<file path="src/rtl/avg_threshold_detector.sv">
// avg_threshold_detector: hysteresis threshold detector with debounce that
// sits after the moving-average stage. It reports rise/fall crossings, counts
// rising crossings with saturation, captures the peak of each completed high
// excursion, and forwards the sample stream one cycle delayed.
module avg_threshold_detector #(
    parameter int CNT_W    = 16,
    parameter int DEBOUNCE = 2
) (
    input  logic             clk,
    input  logic             RST,
    input  logic [31:0]      data_in,
    input  logic             e_in,
    input  logic [31:0]      th_hi,
    input  logic [31:0]      th_lo,
    input  logic             clr,
    output logic [31:0]      data_out,
    output logic             e_out,
    output logic             level,
    output logic             rise,
    output logic             fall,
    output logic [CNT_W-1:0] cross_cnt,
    output logic [31:0]      peak,
    output logic             peak_valid
);

    typedef enum logic [1:0] {
        S_LOW       = 2'd0,
        S_RISE_PEND = 2'd1,
        S_HIGH      = 2'd2,
        S_FALL_PEND = 2'd3
    } state_t;

    // Debounce lengths run 1..15, so four bits of count always suffice.
    localparam logic [3:0] DEB = 4'(DEBOUNCE);

    state_t            state, state_nxt;
    logic [3:0]        dcnt, dcnt_nxt;
    logic [31:0]       run_max, run_max_nxt;
    logic [31:0]       th_lo_eff;
    logic              hi_hit, lo_hit;
    logic              rise_nxt, fall_nxt;
    logic [CNT_W-1:0]  cnt_base, cnt_nxt;

    function automatic logic [31:0] max_u32(input logic [31:0] a, input logic [31:0] b);
        return (a >= b) ? a : b;
    endfunction

    // Threshold compare and FSM next-state; invalid cycles leave everything as is.
    always_comb begin
        th_lo_eff   = (th_lo <= th_hi) ? th_lo : th_hi;
        hi_hit      = (data_in >= th_hi);
        lo_hit      = (data_in < th_lo_eff);
        state_nxt   = state;
        dcnt_nxt    = dcnt;
        run_max_nxt = run_max;
        rise_nxt    = 1'b0;
        fall_nxt    = 1'b0;
        if (e_in) begin
            case (state)
                S_LOW: begin
                    if (hi_hit) begin
                        if (DEB == 4'd1) begin
                            state_nxt   = S_HIGH;
                            rise_nxt    = 1'b1;
                            run_max_nxt = data_in;
                            dcnt_nxt    = 4'd0;
                        end else begin
                            state_nxt = S_RISE_PEND;
                            dcnt_nxt  = 4'd1;
                        end
                    end
                end
                S_RISE_PEND: begin
                    if (hi_hit) begin
                        if (dcnt + 4'd1 == DEB) begin
                            state_nxt   = S_HIGH;
                            rise_nxt    = 1'b1;
                            run_max_nxt = data_in;
                            dcnt_nxt    = 4'd0;
                        end else begin
                            dcnt_nxt = dcnt + 4'd1;
                        end
                    end else begin
                        state_nxt = S_LOW;
                        dcnt_nxt  = 4'd0;
                    end
                end
                S_HIGH: begin
                    run_max_nxt = max_u32(run_max, data_in);
                    if (lo_hit) begin
                        if (DEB == 4'd1) begin
                            state_nxt = S_LOW;
                            fall_nxt  = 1'b1;
                            dcnt_nxt  = 4'd0;
                        end else begin
                            state_nxt = S_FALL_PEND;
                            dcnt_nxt  = 4'd1;
                        end
                    end
                end
                S_FALL_PEND: begin
                    run_max_nxt = max_u32(run_max, data_in);
                    if (lo_hit) begin
                        if (dcnt + 4'd1 == DEB) begin
                            state_nxt = S_LOW;
                            fall_nxt  = 1'b1;
                            dcnt_nxt  = 4'd0;
                        end else begin
                            dcnt_nxt = dcnt + 4'd1;
                        end
                    end else begin
                        state_nxt = S_HIGH;
                        dcnt_nxt  = 4'd0;
                    end
                end
                default: begin
                    state_nxt = S_LOW;
                    dcnt_nxt  = 4'd0;
                end
            endcase
        end
    end

    // Crossing counter: clr is applied first, then a same-cycle rise increments with saturation.
    always_comb begin
        cnt_base = clr ? '0 : cross_cnt;
        cnt_nxt  = cnt_base;
        if (rise_nxt && (cnt_base != {CNT_W{1'b1}})) begin
            cnt_nxt = cnt_base + 1'b1;
        end
    end

    // FSM state, debounce count and running max.
    always_ff @(posedge clk or posedge RST) begin
        if (RST) begin
            state   <= S_LOW;
            dcnt    <= 4'd0;
            run_max <= 32'd0;
        end else begin
            state   <= state_nxt;
            dcnt    <= dcnt_nxt;
            run_max <= run_max_nxt;
        end
    end

    // Registered outputs; a completed excursion outranks a same-cycle clr for peak.
    always_ff @(posedge clk or posedge RST) begin
        if (RST) begin
            data_out   <= 32'd0;
            e_out      <= 1'b0;
            level      <= 1'b0;
            rise       <= 1'b0;
            fall       <= 1'b0;
            cross_cnt  <= '0;
            peak       <= 32'd0;
            peak_valid <= 1'b0;
        end else begin
            if (e_in) begin
                data_out <= data_in;
            end
            e_out     <= e_in;
            level     <= (state_nxt == S_HIGH) || (state_nxt == S_FALL_PEND);
            rise      <= rise_nxt;
            fall      <= fall_nxt;
            cross_cnt <= cnt_nxt;
            if (fall_nxt) begin
                peak       <= run_max_nxt;
                peak_valid <= 1'b1;
            end else if (clr) begin
                peak       <= 32'd0;
                peak_valid <= 1'b0;
            end
        end
    end

endmodule

</file>
<file path="config.mk">
export PLATFORM = sky130hd
export DESIGN_NAME = avg_threshold_detector
export DESIGN_NICKNAME = d
export VERILOG_FILES = /design/src/rtl/avg_threshold_detector.sv
export SDC_FILE = /design/constraint.sdc
export NUM_CORES = 1
export LEC_CHECK = 0
export BUFFER_PORTS_ARGS = -buffer_cell sky130_fd_sc_hd__buf_2
export CORE_ASPECT_RATIO = 1.25
export CORE_MARGIN = 2
export CORE_UTILIZATION = 43
export DETAILED_ROUTE_END_ITERATION = 6
export PLACE_DENSITY = 0.69
export SETUP_SLACK_MARGIN = 0.2
export SLEW_MARGIN = 15
export SYNTH_ARGS = -nofsm -noshare
export SYNTH_HDL_FRONTEND = slang
export SYNTH_SLANG_ARGS = --single-unit
</file>
<file path="constraint.sdc">
create_clock -name clk -period 10.8 [get_ports clk]
set_input_delay 1.62 -clock clk [delete_from_list [all_inputs] [get_ports clk]]
set_output_delay 1.62 -clock clk [all_outputs]
set_load 0.1 [all_outputs]
</file>
**Word level (Yosys, flattened, before mapping)**

Cells that the tools add are included.

- Output and inout port bits: 85
- Input port bits: 100
- Register bits after elaboration: 123
- Logic and storage cells: 65

- Reductions and logical operators: 6
- $lt $le $gt $ge: 4
- Add/sub/neg operators: 2
- Equality and inequality tests: 9
- Mux-type cells: 33

Operators by type and width:

| cell | number |
|---|---|
| $mux 32 | 7 |
| $ge 32x32->1 | 2 |
| $pmux 32 s2 | 1 |
| $le 32x32->1 | 1 |
| $lt 32x32->1 | 1 |
| $mux 16 | 2 |
| $mux 4 | 5 |
| $add 16x1->16 const B | 1 |
| $ne 16x16->1 const B | 1 |
| $pmux 4 s4 | 1 |
| $mux 2 | 7 |
| $mux 1 | 9 |
| $eq 2x2->1 const B | 4 |
| $pmux 2 s4 | 1 |
| $add 4x1->4 const B | 1 |
| $eq 4x2->1 const B | 1 |
| $ne 2x2->1 const B | 2 |
| $reduce_and 3->1 | 1 |
| $eq 2x1->1 const B | 1 |
| $logic_not 2->1 | 1 |
| $reduce_bool 2->1 | 1 |
| $reduce_or 2->1 | 1 |
| $logic_and 1x1->1 | 1 |
| $logic_or 1x1->1 | 1 |

**Depth between registers and ports, before layout**

- Depth in word-level cells: 8
- Mapped depth: 21
- Mapped depth without buffers: 18

**Worst setup path before layout**

No wires, ideal clock.

- Kind: input to register
- From: in th_hi[14]
- To: reg peak[10]
- Setup slack: 4656 ps
- Arrival: 6019 ps
- Required time: 10675 ps
- Stages on the path: 20
- Buffers on the path: 3
- Library setup time: 125 ps
- Cells stage by stage: inv_1 ha_1 a21oi_1 nand2_1 a221o_1 o31ai_1 a22o_1 clkbuf_1 clkbuf_1 a21oi_1 ha_1 or4_4 o2bb2ai_1 a21o_2 nand4_4 a2111oi_4 o31ai_4 nor3_4 buf_6 mux2_2

- Cells in the longest elaborated chain, start to end: 7
- Elaborated cells between the ends (all ways): 12
- Those cells by class: order compare (3); mux (8); reduce/logical (1)

Ends and longest elaborated chain:

| item | line | RTL |
|---|---|---|
| start, declared | 13 | `input logic [31:0] th_hi,` |
| $le 32x32->1 | 50 | `th_lo_eff = (th_lo <= th_hi) ? th_lo : th_hi;` |
| $mux 32 | 50 |  |
| $lt 32x32->1 | 52 | `lo_hit = (data_in < th_lo_eff);` |
| $mux 1 | 103 | `if (lo_hit) begin` |
| $mux 1 | 59 | `case (state)` |
| $mux 1 | 58 | `if (e_in) begin` |
| $mux 32 / $reduce_bool 2->1 (equally long branches) | -- |  |
| end signal, assigned | 167 | `peak <= run_max_nxt;` |
| end, declared | 22 | `output logic [31:0] peak,` |

Parallel ways exist; a longest one is shown, timed or not.
A chain may end at the register's enable or synchronous reset.

**Final worst setup path**

- From: in th_hi[7]
- To: reg peak[31]

Same word-level chain as after synthesis.

==> flow_summary.yaml <==
grt:
  grt-ovfl-total: 0
  number_of_global_route_vias_before_repair: 7033
  antenna_found_initial: 0
  grt_util_all_layers_pct: 21.8
  global_route_wire_length_before_repair_mm: 35.7
  grt_start_max_net_pins: 73
die:
  core.rowCount: 57
  floorplan.initialDensity_pct: 43.9
  chipHeight_um: 162
  floorplan.io_pins: 185
  die-width_um: 130
  dieArea_mm2: 0.0211
  core_region_area_mm2: 0.0195
synthesis:
  yosys_register_bits: 123
  synth_area_leader_cell: "sky130_fd_sc_hd__dfrtp_1"
  synth_edf_count: 0
  synth.top_cells.by_area: "sky130_fd_sc_hd__dfrtp_1, sky130_fd_sc_hd__ha_1, sky130_fd_sc_hd__mux2_2, sky130_fd_sc_hd__a21oi_1, sky130_fd_sc_hd__inv_1"
  post_synth_instance_area_mm2: 0.00858
  netlist-cell-type-count: 61
  synth_area_per_cell_um2: 10.0
  synth-async-reset-ratio_pct: 100
  synth.top_cell.area_share_pct: 35.9
  yosysSeqAreaShare_pct: 35.9
  ys_warn_count: 0
  mappedNetlistNets: 1086
  synth_flop_cell: "sky130_fd_sc_hd__dfrtp_1"
  synthCells: 856
drt:
  vias: 7093
  detailedRoute.firstIterationViolations: 278
  drcViolationCount: 0
  route.final.wire_length_mm: 22.3
  drt.antenna.violating_nets: 0
  detail_route.first_pass.iterations: 5
  routed_wire_length_per_instance_um: 17.0
  route.detailed.vias_per_inst: 5.39
worst_setup_path:
  cp_cell_sequence: "buf_2, inv_1, ha_1, a21oi_1, o21ai_0, a221o_1, o31ai_1, a22o_2, a21oi_1, ha_1, or4_4, o2bb2ai_1, a21o_2, nand4_4, a2111oi_4, o31ai_4, nor3_4, buf_4, mux2_2"
  startpoint_type: "input pin"
  timing.critical_path.buf_inv: 3
  slowest_stage: "sky130_fd_sc_hd__a22o_2"
  ff2ff_setup_slack_ns: 7.15
  cp_top_family: "compound AO/OA/AOI/OAI gates"
  cp_data_arrival_time_ns: 6.99
  crit_path_max_fanout: 62
  cp_data_required_time_ns: 11.09
  timing.setup.critical_path_class: "in -> reg"
  ff2ff_path_depth: 10
  regToRegEndpoint: "peak[8]"
  critical-path-max-stage-delay_ns: 0.93
  worst_r2r_startpoint: "run_max[19]"
  endpoint_class_of_the_critical_path: "flop"
sta:
  rsz0062_at_grt: "no"
  fin_max_slew_vios: 0
  timing.setup.tns_ns: 0
  setup_viol: 0
  layout_worst_path_cycle_share_pct: 62.1
  worst_slew_margin_rel_pct: 30.8
  max_freq_ghz: 0.149
  final_hold_viol_count: 0
  final.setup_skew_ns: 0.00695
  tightest_slew_ns: 1.04
  period_needed_ns: 6.70
power:
  switching_power_uw: 752
  switching_part_of_the_total_power_pct: 39.8
  ir_drop_worst_case_vdd_v: 0.000115
  clock_power_share_pct: 27.8
  seq_power_share_pct: 32.8
  power_leakage_uw: 0.00518
  power_density_mw_per_mm2: 183
  power_report.internal_total_uw: 1140
  p_comb_share_pct: 39.4
hold_path:
  hold-path-endpoint: "peak_valid"
  timing.hold.worst.start: "peak_valid"
  number_of_cells_on_the_worst_hold_path: 1
  holdCritPathClass: "reg -> reg"
clocking:
  cts_num_sinks: 123
  cts_setup_buffers: 0
  clk_latency_ns: 0.41
  number_of_gates_given_a_new_drive_strength_after_cts: 0
  clock_tree_from_tritoncts: "built"
  h-tree-depth: 4
  cts_made_buffers: 17
  clk_root_buffer_cell: "sky130_fd_sc_hd__clkbuf_16"
  hold_buffers: 0
  cts-root-to-sink-buffers: 2
  clk_pin_slew_worst_paths_ns: 0.05
finish:
  antenna_cells_inserted: 0
  final-instance-count-excl-fill: 1316
  num-nets-final: 1268
  area_of_the_multi_input_gates_mm2: 0.00508
  filler_cell_count: 1837
  layout.cells.most_common: "sky130_fd_sc_hd__buf_2"
  layout-drive-gt1-share_pct: 31.4
  ff_latch_area_mm2: 0.00308
  area_growth_pct: 20.0
  top_library_cells_by_usage_in_the_layout_fill_and_taps_aside: "sky130_fd_sc_hd__buf_2, sky130_fd_sc_hd__ha_1, sky130_fd_sc_hd__dfrtp_1, sky130_fd_sc_hd__mux2_2, sky130_fd_sc_hd__inv_1"
place:
  detailed_place_hpwl_mm: 17.4
  gp_routability_congestion: 0.901
  numPortBuffers: 184
  placed_cells: 1284
status:
  status: "finished clean"
run:
  max_cap_violations: 0
[sequential cells by signal, indices dropped and copies added (netlist names)]
signal and cells:
data_out 32, peak 32, run_max 32, cross_cnt 16, dcnt 4, state 2, e_out 1, fall 1
level 1, peak_valid 1, rise 1
[stage by stage]
stage	hold slack, ns	setup slack (ns)	cell area, um2	power [uW]	util [%]
floorplan	0.496	4.66	8580	1190	-
global placement	0.469	3.83	9740	1350	49.9
detailed placement	0.477	3.65	9740	1370	49.9
CTS	0.501	4.07	10300	1900	52.7
global route	0.520	3.58	10300	2010	52.7
finish	0.499	4.10	10300	1890	52.7
[power by group through the flow]
stage	clock, uW	combinational [uW]	sequential [uW]
3_3_place_gp	0	729	623
6_report	524	745	619
5_1_grt	557	823	633
4_1_cts	536	748	619
3_5_place_dp	0	744	627
2_1_floorplan	0	403	791
[worst max-delay path by stage]
| stage | to | depth (start not counted) | slack [ns] | start |
|---|---|---|---|---|
| after floorplan | peak[10] | 20 | 4.66 | th_hi[14] |
| after global placement | peak[24] | 19 | 3.83 | th_hi[7] |
| after detailed placement | peak[31] | 19 | 3.65 | th_hi[30] |
| after CTS | peak[31] | 19 | 4.07 | th_hi[30] |
| after global routing | peak[26] | 19 | 3.58 | th_hi[30] |
| final | peak[31] | 19 | 4.10 | th_hi[7] |
[cell type report]
| cell class | instances | area share [%] |
|---|---|---|
| multi-input combinational | 628 | 49.3 |
| sequential | 123 | 29.9 |
| timing repair buffer | 188 | 9.24 |
| clock buffer | 22 | 4.70 |
| tap | 265 | 3.22 |
| inverter | 80 | 2.94 |
| clock inverter | 10 | 0.656 |
[metal layers]
layer  share of wire [%]  GRT usage, %  wire [um]
met1                  43          27.0       9540
met5                   0             0          0
met3                 5.4          4.48       1210
met2                  50          37.9      11100
met4                 2.1          6.87        463
[Yosys cell counts (8+ instances only)]
library cell                 n
sky130_fd_sc_hd__a211oi_1    8
sky130_fd_sc_hd__a21oi_1    74
sky130_fd_sc_hd__clkbuf_1   17
sky130_fd_sc_hd__dfrtp_1   123
sky130_fd_sc_hd__ha_1      130
sky130_fd_sc_hd__inv_1      80
sky130_fd_sc_hd__mux2_2     98
sky130_fd_sc_hd__nand2_1    30
sky130_fd_sc_hd__nand3_1    18
sky130_fd_sc_hd__nand4_1    22
sky130_fd_sc_hd__nor2_1     56
sky130_fd_sc_hd__nor2b_1    42
sky130_fd_sc_hd__nor3_1     17
sky130_fd_sc_hd__o211ai_1   10
sky130_fd_sc_hd__o21ai_0    31
sky130_fd_sc_hd__or3_1       9
[kinds of logic after synthesis]
family / Yosys count / synth area share, %
flip-flops: 123 / 35.9
AO/OA/AOI/OAI: 170 / 12.8
buffers and inverters: 105 / 4.94
adder cells (fa/ha/maj): 130 / 19.0
AND/OR/NAND/NOR: 222 / 13.7
multiplexers: 100 / 13.1
XOR/XNOR: 6 / 0.613
No activity file was read; power rests on OpenSTA's default activity.
